## src/rtl/add_chain_pipe.sv

```systemverilog
// Add-constant pipeline: STAGES register stages, stage i adds K(i).
// Ports: clk/rst, in_* ready/valid input, out_* ready/valid output, out_ovf, occupancy.
module add_chain_pipe #(
  parameter int WIDTH  = 32,
  parameter int STAGES = 3,
  parameter logic [STAGES*WIDTH-1:0] K_VEC = {32'd10, 32'd3, 32'd5},
  parameter bit SAT    = 1'b0
) (
  input  logic             clk,
  input  logic             rst,
  input  logic [WIDTH-1:0] in_data,
  input  logic             in_valid,
  output logic             in_ready,
  output logic [WIDTH-1:0] out_data,
  output logic             out_valid,
  input  logic             out_ready,
  output logic             out_ovf,
  output logic [3:0]       occupancy
);

  logic [WIDTH-1:0]  d  [STAGES];
  logic [WIDTH-1:0]  nd [STAGES];
  logic [STAGES-1:0] v, o, adv, nv, no;
  logic [3:0]        occ;

  // MSB of the result is the carry; low bits are wrapped or clamped.
  function automatic logic [WIDTH:0] f(
    input logic [WIDTH-1:0] x,
    input logic [WIDTH-1:0] k
  );
    logic [WIDTH:0] s;
    s = {1'b0, x} + {1'b0, k};
    if (SAT && s[WIDTH])
      s[WIDTH-1:0] = '1;
    return s;
  endfunction

  // A stage may load when it is empty or its successor moves on.
  always_comb begin
    adv = '0;
    adv[STAGES-1] = out_ready | ~v[STAGES-1];
    for (int i = STAGES - 2; i >= 0; i--)
      adv[i] = adv[i+1] | ~v[i];
  end

  always_comb begin
    logic [WIDTH:0] s;
    for (int i = 0; i < STAGES; i++)
      nd[i] = '0;
    nv = '0;
    no = '0;
    s  = f(in_data, K_VEC[0 +: WIDTH]);
    nd[0] = s[WIDTH-1:0];
    nv[0] = in_valid;
    no[0] = s[WIDTH];
    for (int i = 1; i < STAGES; i++) begin
      s     = f(d[i-1], K_VEC[i*WIDTH +: WIDTH]);
      nd[i] = s[WIDTH-1:0];
      nv[i] = v[i-1];
      no[i] = o[i-1] | s[WIDTH];
    end
  end

  always_ff @(posedge clk) begin
    if (rst) begin
      for (int i = 0; i < STAGES; i++)
        d[i] <= '0;
      v <= '0;
      o <= '0;
    end else begin
      for (int i = 0; i < STAGES; i++) begin
        if (adv[i]) begin
          d[i] <= nd[i];
          v[i] <= nv[i];
          o[i] <= no[i];
        end
      end
    end
  end

  always_comb begin
    occ = '0;
    for (int i = 0; i < STAGES; i++)
      occ = occ + 4'(v[i]);
  end

  assign in_ready  = adv[0];
  assign out_data  = d[STAGES-1];
  assign out_valid = v[STAGES-1];
  assign out_ovf   = o[STAGES-1];
  assign occupancy = occ;

endmodule

```

## config.mk

```make
export PLATFORM = sky130hd
export DESIGN_NAME = add_chain_pipe
export DESIGN_NICKNAME = d
export VERILOG_FILES = /design/src/rtl/add_chain_pipe.sv
export SDC_FILE = /design/constraint.sdc
export NUM_CORES = 1
export LEC_CHECK = 0
export CORE_ASPECT_RATIO = 0.7
export CORE_MARGIN = 8
export CORE_UTILIZATION = 45
export DETAILED_ROUTE_END_ITERATION = 16
export GPL_TIMING_DRIVEN = 0
export PLACE_DENSITY = 0.64
export SLEW_MARGIN = 20
export SYNTH_ARGS = -nofsm -noshare
export SYNTH_HDL_FRONTEND = slang
export SYNTH_SLANG_ARGS = --single-unit
```

## constraint.sdc

```tcl
create_clock -name clk -period 3.12 [get_ports clk]
set_clock_uncertainty 0.05 [all_clocks]
set_input_delay 0.312 -clock clk [delete_from_list [all_inputs] [get_ports clk]]
set_output_delay 0.312 -clock clk [all_outputs]
set_load 0.01 [all_outputs]
```

==> run summary, run 1 <==
The number of DRC violations after detailed routing is 0. The number of input and output port buffers inserted is 71. The standard cell area after detailed placement came out at 6790 um2. The via count is 4500.

The effective utilization at floorplan came out at 45.4%. The core area came out at 12900 um2. The initial antenna violation count is 0.

Leaving out fill and tap cells, the most frequent cell in the layout is edfxtp_1. The hold path depth is 2. The filler-free cell count of the finished design came out at 831. The worst hold path terminates at o[1]. The number of cells produced by synthesis came out at 577. The critical path starts at d[0][0]. The mean instance size in the synthesized netlist is 10.2 um2. The run finished with clean final reports. Counting along the longest clock path gives a buffer depth of 2. The count of state elements after synthesis came out at 102. The overall die width is 152 um.

The endpoint identified for the worst register-to-register timing path is d[0][62]. The finished cells cover 7110 um2. The predominant post-synthesis flop cell is edfxtp_1. The pre-CTS worst setup slack came out at 212 ps. During synthesis, Yosys emitted a total of 0 warnings. The total global routing track utilization came out at 15.0%. After filler insertion, the fill cell instance count of the layout stands at 1130. In this run the clock root is driven by a clkbuf_16.

The total power divided by cell area is 440 nW/um2. The HPWL after detailed placement is 9590 um. In this run, synthesis inferred 96 flip-flops with an integrated enable. The class of the most critical hold timing path is flop to flop. The residual overflow from global routing came out at 0.

The critical path is of the flop to flop type. The startpoint identified for the worst hold timing path is o[1]. Setup slack on the critical path of the routed design comes to 443 ps.

The worst slew margin relative to its limit is 47.7%. The via density per instance is 5.42. The post-route setup TNS is 0 ps. Counting cells, the worst reg-to-reg path comes to 7. The maximum achievable frequency came out at 0.374 GHz. The nature of the critical path endpoint is a flop.

The post-synthesis sequential area ratio is 51.2%. STA puts the critical path data required time at 3140 ps. The number of setup violations in the final report is 0. The total inserted antenna cells came out at 0.

In this run the post-CTS setup repair buffer count came out at 0. Dividing the detail-routed wire length by the instance count gives 15.1 um. The smallest clock period supported by the final layout is computed as 2680 ps. The number of endpoints with negative hold slack in the final report is 0. The net count reported at finish came out at 700. Setup repair after global routing left no endpoint under its margin. In the layout the commonest cells are 96 x edfxtp_1, 71 x clkdlybuf4s50_1, 49 x a21oi_1.

In this run the static leakage power is 2.45 nW. Of the post-synthesis cell area, the dominant cell type holds 49.2%. The count of nets left with antenna violations once routing finished came out at 0. After synthesis, the cell types taking the most area are edfxtp_1 49%, buf_4 4.4%, a21oi_1 4.2%, or4_1 3.6%, or3_1 3.5%. The total die area came out at 17000 um2. The die height is 112 um.

The maximum number of pins on one net before global-route repair came out at 34. The number of clock buffers added by TritonCTS is 9. The number of global-route vias before repair came out at 4247. Once placement completed, the tool counted placed cells totaling 815. The worst-case IR drop observed on VDD is 261 uV. The post-synthesis instance area is 5860 um2. The routed wire length came out at 12500 um.

The setup slack of the worst register-to-register path came out at 440 ps. edfxtp_1 takes more of the synthesized area than any other cell. Yosys mapped the design onto 43 distinct sky130hd cell types. The number of violations reported at the end of detailed-routing iteration 0 is 224.

The total number of clock tree sinks came out at 102. During I/O placement, the number of pins put on the boundary was 75. The kind of start point of the critical path is a flop. The clock-pin slew on the worst setup and hold paths is 70 ps. At the pin with the least slew margin, the transition time is 784 ps. The CTS tree is built. The weighted congestion at the end of routability-driven global placement came out at 0.832.

The max-slew violation count is 0. The count of cells resized by post-cts repair is 0. For the worst-skew pair, the clock arrives at the later sink with an insertion delay of 350 ps. The critical-path maximum fanout is 10.

The hold-fix buffer count after cts came out at 0. The share of post-route cells with drive strength above 1 came out at 8.72%. The detailed-routing iteration count for the pre-antenna-repair pass came out at 5. The tool flagged a number of max-cap violations equal to 0. The share of flip-flops with an asynchronous set or reset after synthesis came out at 0%.

The global-route wire length before repair is 21100 um. The period utilization is 85.8%. The synthesis-to-layout area growth is 21.2%. The data arrival time of the critical path came out at 2690 ps. The critical register-to-register path startpoint is d[0][0]. The number of standard-cell rows in the floorplan came out at 35. The level count of the clock H-tree came out at 3.
[power by group]
group | internal, mW | switching [mW]
combinational | 0.165 | 0.153
sequential | 1.57 | 0.0562
clock | 0.702 | 0.482
total | 2.43 | 0.692
[sequential cells by signal, indices dropped and copies added (netlist names)]
signal and flops:
v 3, d 96, o 3
[layer usage]
| layer | up-vias | share of wire, % | global-route usage, % |
|---|---|---|---|
| met2 | 120 | 40 | 21.8 |
| met3 | 12 | 5.2 | 4.45 |
| met1 | 2047 | 53 | 21.3 |
| li1 | 2321 | - | - |
| met5 | - | 0 | 0 |
| met4 | 0 | 1.4 | 4.14 |
[synthesized netlist by cell type, drive strengths merged (18+ instances only)]
| cell | count |
|---|---|
| nand2 | 34 |
| clkbuf | 27 |
| or3 | 33 |
| o31ai | 23 |
| a21oi | 49 |
| xor2 | 18 |
| nor2 | 47 |
| nand4 | 23 |
| edfxtp | 96 |
| o21ai | 25 |
| buf | 38 |
| or4 | 29 |
| inv | 20 |
| nand3 | 21 |
[kinds of logic after synthesis]
family | Yosys count | share of synthesized area (%)
AO/OA/AOI/OAI | 111 | 11.2
XOR/XNOR | 33 | 4.93
adder cells (fa/ha/maj) | 4 | 0.982
buffers and inverters | 85 | 7.87
flip-flops | 102 | 51.2
multiplexers | 5 | 0.854
other | 1 | 0.0640
AND/OR/NAND/NOR | 236 | 22.8
[layout make-up]
type	count	area, um2	area share (%)
Inverter	20	75.1	1.06
Buffer	65	387	5.44
Clock inverter	6	85.1	1.20
Timing Repair Buffer	71	711	10.0
Multi-Input combinational cell	391	2410	33.9
Sequential cell	102	3000	42.3
Tap cell	166	208	2.92
Clock buffer	10	229	3.22
[critical path: stages (launching register included)]
cell and delay (ps):
edfxtp_1 380, inv_1 60, ha_1 230, nand4b_1 290, or4_1 620, clkbuf_1 250
o311ai_0 350, o41ai_1 170
[worst max path at each step]
stage	to	slack, ps	cells after the start
final	d[0][62]	440	7
after global routing	d[0][62]	260	7
after CTS	d[0][62]	460	7
after detailed placement	d[0][23]	210	8
after global placement	d[0][21]	260	8
after floorplan	d[0][62]	840	7
[metrics by stage]
step	utilization [%]	total power, mW	hold WS [ps]
3_5_place_dp	52.6	1.97	412
3_3_place_gp	52.5	1.96	404
2_1_floorplan	-	1.81	383
6_report	55.0	3.12	423
4_1_cts	55.0	3.15	423
5_1_grt	55.0	3.24	455
(Power assumes the default switching activity.)
==> inputs of run 2 (changes only) <==
- CORE_ASPECT_RATIO: 0.7 -> unset
==> run 2 against run 1 <==
Setup slack lost 30 ps. Global-route usage fell by 1.0 points. Die area fell by 0.34%. Via count decreased by 1.5%. Register-to-register slack worse by 30 ps. Hold slack gained 0.59 ps. Core utilization is 0.81 points higher. Critical path depth is the same. Critical endpoint unchanged.
==> run summary, run 2 (synthesis gave the netlist of run 1 again) <==
The nature of the critical path endpoint is a flop (unchanged). The post-route minimum period is 2710 ps (was 2680 ps). The flip-flop count of the largest register after layout is 96 (unchanged).

Top Registers: d (96), o (3), v (3) (unchanged). The critical register-to-register path startpoint is d[0][0] (unchanged). The weighted congestion at the end of routability-driven global placement is 0.886 (was 0.832).

The setup slack of the worst register-to-register path was 410 ps (was 440 ps). The required time of the worst setup path came out at 3130 ps (was 3140 ps). The critical path start-end classification is flop to flop (unchanged). The detail-routed net length per standard cell came to 13.9 um (was 15.1 um). The level count of the clock H-tree came to 3 (unchanged). The number of placed instances with taps included is 821 (was 815). The end point of the critical path is d[0][62] (unchanged). The overall die width came out at 130 um (was 152 um). The maximum root-to-sink buffer count came to 2 (unchanged).

The total buffers and inverters traversed by the critical path is 2 (unchanged). The half-perimeter wire length after detailed placement came out at 8950 um (was 9590 um). The filler-free cell count of the finished design came out at 837 (was 831). The kind of start point of the critical path is a flop (unchanged). The total power divided by cell area is 419 nW/um2 (was 440 nW/um2). Setup repair after global routing missed its margin: false (unchanged). The routed wire length came out at 11600 um (was 12500 um). The CTS tree is built (unchanged).

The number of DRC violations after detailed routing came out at 0 (unchanged). Critical-path cell list: inv_1 > ha_1 > nand4b_1 > or4_1 > clkbuf_1 > o311ai_0 > o41ai_1 (unchanged). The number of global-route vias before repair is 4180 (was 4247). The leading cell type in the layout, fill and taps excluded was edfxtp_1 (unchanged).

The largest voltage drop on the vdd net came out at 255 uV (was 261 uV). The destination of the worst register-to-register timing path is d[0][62] (unchanged). The number of gates on the worst path with buffers counted was 7 (unchanged).

The cell leakage power is 2.43 nW (was 2.45 nW). The total number of clock tree sinks is 102 (unchanged). The number of violations reported at the end of detailed-routing iteration 0 is 236 (was 224). The maximum achievable frequency came to 0.369 GHz (was 0.374 GHz). The number of standard-cell rows in the floorplan was 41 (was 35). The transition time at the pin with the least slew margin is 766 ps (was 784 ps). The latest clock arrival within the worst-skew pair came out at 340 ps (was 350 ps).

The source of the critical timing path was d[0][0] (unchanged). The maximum single-stage delay on the critical path came out at 630 ps (was 620 ps). The post-route setup TNS is 0 ps (unchanged).

The critical-path maximum fanout is 10 (unchanged). The clock-pin slew on the worst setup and hold paths came out at 70 ps (about the same). The number of input and output port buffers inserted came out at 71 (unchanged). Status: completed (unchanged). The effective utilization at floorplan came out at 46.3% (was 45.4%). The via count came out at 4432 (was 4500). The via density per instance came to 5.30 (was 5.42). The cell type group with the largest total delay on the critical path is simple AND/OR/NAND/NOR gates (unchanged). The number of setup violations in the final report came out at 0 (unchanged). The total inserted antenna cells was 0 (unchanged).

The detailed-routing iteration count for the pre-antenna-repair pass is 5 (unchanged). The initial antenna violation count came out at 0 (unchanged). The worst slew margin relative to its limit came out at 48.5% (was 47.7%).

The post-CTS setup buffer count came out at 0 (unchanged). The worst hold slack came to 423 ps (about the same). The share of post-route cells with drive strength above 1 came out at 8.72% (unchanged). The global-route wire length before repair is 19100 um (was 21100 um).

Most used cells in the layout excluding fill and tap cells: 96 x edfxtp_1, 71 x clkdlybuf4s50_1, 49 x a21oi_1 (unchanged). The total global routing track utilization came out at 14.0% (was 15.0%). The net count reported at finish came out at 700 (unchanged). The maximum number of pins on one net before global-route repair came out at 34 (unchanged). The cell at the slowest stage of the critical path is or4_1 (unchanged). The number of endpoints with negative hold slack in the final report is 0 (unchanged).

The register ranked first by flip-flop count was d (unchanged). The CTS buffer count is 9 (unchanged). The residual antenna-violating net count after detailed routing was 0 (unchanged). The synthesis-to-layout area growth came out at 20.6% (was 21.2%). The class of the most critical hold timing path was flop to flop (unchanged).

The hold-fix buffer count after cts came to 0 (unchanged). The path depth of the worst reg2reg path is 7 (unchanged). The count of pins on the block boundary came to 75 (unchanged). The residual overflow from global routing came out at 0 (unchanged).

The max-slew violation count came out at 0 (unchanged). The period utilization is 86.7% (was 85.8%). The total die area came out at 16900 um2 (was 17000 um2). The clock root buffer is clkbuf_16 (unchanged). The count of maximum capacitance violations is 0 (unchanged). The data arrival time of the critical path came to 2720 ps (was 2690 ps). The die height came out at 130 um (was 112 um).

The count of cells resized by post-cts repair came out at 0 (unchanged). The core area is 12700 um2 (was 12900 um2).
-- run 2: worst min path at each step --
stage,start,end,slack [ps],cells after the start
after CTS,o[1],o[1],420,2
after global routing,o[0],o[0],470,2
after floorplan,in_valid,v[0],380,2
final,o[1],o[1],420,2
after detailed placement,o[1],o[1],410,2
after global placement,o[2],o[2],410,2
-- run 2: power breakdown --
group / total (mW) / internal, mW / switching (mW)
logic: 0.316 / 0.166 / 0.151
registers: 1.62 / 1.57 / 0.0532
clock network: 1.03 / 0.544 / 0.488
total: 2.97 / 2.28 / 0.692
-- run 2: layout make-up --
cell class / count / area [um2]
fillers: 1145 / 5600
clock inverters: 7 / 47.5
flip-flops and latches: 102 / 3000
repair buffers: 71 / 711
plain buffers: 65 / 387
well taps: 172 / 215
multi-input cells: 391 / 2410
clock buffers: 9 / 225
inverters: 20 / 75.1
-- run 2: metrics by stage --
step	utilization, %	total power [mW]	instance area, um2	worst slack (ps)
finish	55.8	2.97	7070	413
global route	55.8	3.07	7070	271
CTS	55.8	2.98	7070	443
detailed placement	53.7	1.96	6800	244
global placement	53.6	1.95	6790	273
floorplan	-	1.81	5870	836
-- run 2: layer usage --
metal	global-route usage (%)	part of all wire, %	up-vias
li1	-	-	2324
met1	17.4	47	1981
met2	22.7	45	109
met3	2.77	5.2	18
met4	7.10	2.8	0
met5	0	0	-
-- run 2: worst register-to-register path, stage by stage (launching register included) --
cell      delay [ps]
edfxtp_1         380
inv_1             60
ha_1             240
nand4b_1         300
or4_1            630
clkbuf_1         240
o311ai_0         370
o41ai_1          170
==> inputs of run 3 (changes only) <==
- PLACE_DENSITY: 0.64 -> 0.67
==> run 3 against run 2 <==
Combinational power about the same. Global-route usage grew 0.20 points. Routed wire length grew 2.3%. Hold slack lost 2.7 ps. Sequential power barely moved. Clock power is 12% higher. Cell area up 0.58%. Critical endpoint unchanged.
==> run summary, run 3 (synthesis gave the netlist of run 1 again) <==
The latest clock arrival within the worst-skew pair was 330 ps (was 340 ps). The transition time at the pin with the least slew margin came to 742 ps (was 766 ps). The critical register-to-register path startpoint is d[0][0] (unchanged). The period utilization is 89.0% (was 86.7%). The via count is 4476 (was 4432).

The via density per instance came out at 5.35 (was 5.30). The terminating pin of the worst hold path is o[2] (was o[1]). The maximum achievable frequency is 0.360 GHz (was 0.369 GHz).

Most used cells in the layout excluding fill and tap cells: 96 x edfxtp_1, 71 x clkdlybuf4s50_1, 49 x a21oi_1 (unchanged). The hold-fix buffer count after cts came out at 0 (unchanged). Status: completed (unchanged). The total global routing track utilization is 14.2% (was 14.0%). The net count reported at finish came out at 700 (unchanged).

The number of endpoints with negative hold slack in the final report is 0 (unchanged). The maximum root-to-sink buffer count is 2 (unchanged). The flip-flop count of the largest register after layout came out at 96 (unchanged). The source of the critical timing path is d[0][0] (unchanged). The number of placed instances with taps included was 821 (unchanged). The number of setup violations in the final report came to 0 (unchanged). The largest voltage drop on the vdd net is 291 uV (was 255 uV). The number of violations reported at the end of detailed-routing iteration 0 came out at 339 (was 236). The total number of clock tree sinks is 102 (unchanged).

The destination of the worst register-to-register timing path is d[0][62] (unchanged). The max-slew violation count came to 0 (unchanged). The post-route setup TNS came out at 0 ps (unchanged).

The number of DRC violations after detailed routing came out at 0 (unchanged). The share of post-route cells with drive strength above 1 is 8.57% (was 8.72%). The weighted congestion at the end of routability-driven global placement is 0.911 (was 0.886). The synthesis-to-layout area growth came out at 21.3% (was 20.6%).

The residual overflow from global routing came out at 0 (unchanged). The level count of the clock H-tree is 3 (unchanged). The CTS tree is built (unchanged).

Setup repair after global routing missed its margin: false (unchanged). The post-CTS setup buffer count came out at 0 (unchanged). The post-route minimum period was 2780 ps (was 2710 ps).

The path depth of the worst reg2reg path is 7 (unchanged). The worst slew margin relative to its limit came out at 50.1% (was 48.5%). The number of input and output port buffers inserted came out at 71 (unchanged). The residual antenna-violating net count after detailed routing is 0 (unchanged).

Top Registers: d (96), o (3), v (3) (unchanged). The required time of the worst setup path is 3130 ps (about the same). The core area was 12700 um2 (unchanged). The number of standard-cell rows in the floorplan came out at 41 (unchanged). The total die area is 16900 um2 (unchanged). The initial antenna violation count is 0 (unchanged). The hold path depth came out at 2 (unchanged). The total power consumption of the routed design was 3.09 mW (was 2.97 mW).

The count of cells resized by post-cts repair came to 0 (unchanged). The total power divided by cell area is 434 nW/um2 (was 419 nW/um2). The routed wire length is 11900 um (was 11600 um). The global-route wire length before repair is 19300 um (was 19100 um). The effective utilization at floorplan came out at 46.3% (unchanged).

The half-perimeter wire length after detailed placement was 9070 um (was 8950 um). The class of the most critical hold timing path is flop to flop (unchanged). The detail-routed net length per standard cell came out at 14.2 um (was 13.9 um). The leading cell type in the layout, fill and taps excluded was edfxtp_1 (unchanged). The filler-free cell count of the finished design is 837 (unchanged).

The data arrival time of the critical path came out at 2790 ps (was 2720 ps). The register ranked first by flip-flop count is d (unchanged). The clock root buffer was clkbuf_16 (unchanged). The total inserted antenna cells came out at 0 (unchanged).

The clock-pin slew on the worst setup and hold paths is 70 ps (about the same). The number of global-route vias before repair is 4158 (was 4180). The nature of the critical path endpoint is a flop (unchanged).

The detailed-routing iteration count for the pre-antenna-repair pass is 5 (unchanged). The critical path start-end classification is flop to flop (unchanged). The final instance area is 7110 um2 (was 7070 um2). The count of maximum capacitance violations came to 0 (unchanged). The kind of start point of the critical path was a flop (unchanged). The setup slack of the worst register-to-register path is 340 ps (was 410 ps). The standard cell area after detailed placement is 6800 um2 (unchanged). The count of pins on the block boundary is 75 (unchanged). The CTS buffer count came out at 9 (unchanged). The maximum number of pins on one net before global-route repair is 34 (unchanged). The origin of the worst min-delay path is o[2] (was o[1]). The overall die width came out at 130 um (unchanged). The critical-path maximum fanout is 10 (unchanged). The cell leakage power came out at 2.45 nW (was 2.43 nW). The die height came out at 130 um (unchanged).

The worst hold slack is 420 ps (was 423 ps).
[run 3: final cells by class]
cell class | instances | area [um2]
flip-flops and latches | 102 | 3000
inverters | 20 | 75.1
clock inverters | 7 | 88.8
fillers | 1160 | 5560
multi-input cells | 391 | 2410
repair buffers | 71 | 711
well taps | 172 | 215
clock buffers | 9 | 225
plain buffers | 65 | 387
[run 3: worst max-delay path, stage by stage (launching register included)]
cell and delay (ps):
edfxtp_1 380, inv_1 50, ha_1 240, nand4b_1 320
or4_1 630, clkbuf_1 240, o311ai_0 430, o41ai_1 170
[run 3: worst max path at each step]
stage                           to  slack (ps)  cells past startpoint
final                     d[0][62]         340                      7
after global routing      d[0][62]         220                      7
after CTS                 d[0][62]         340                      7
after detailed placement  d[0][24]         260                      8
after global placement    d[0][24]         290                      8
after floorplan           d[0][62]         840                      7
[run 3: where the power goes]
| group | switching, mW | internal (mW) | total [mW] |
|---|---|---|---|
| logic | 0.151 | 0.166 | 0.317 |
| registers | 0.0543 | 1.57 | 1.62 |
| clock network | 0.456 | 0.697 | 1.15 |
[run 3: metal layers]
metal	global-route usage [%]	wire length (um)	vias to the layer above	part of all wire (%)
li1	-	-	2325	-
met1	17.7	5500	2008	46
met2	23.3	5450	128	46
met3	2.77	671	15	5.6
met4	6.42	290	0	2.4
met5	0	0	-	0
[run 3: through the flow]
| step | util, % | worst slack, ps |
|---|---|---|
| global route | 56.1 | 225 |
| finish | 56.1 | 342 |
| CTS | 56.1 | 340 |
| detailed placement | 53.7 | 256 |
| global placement | 53.6 | 288 |
| floorplan | - | 836 |
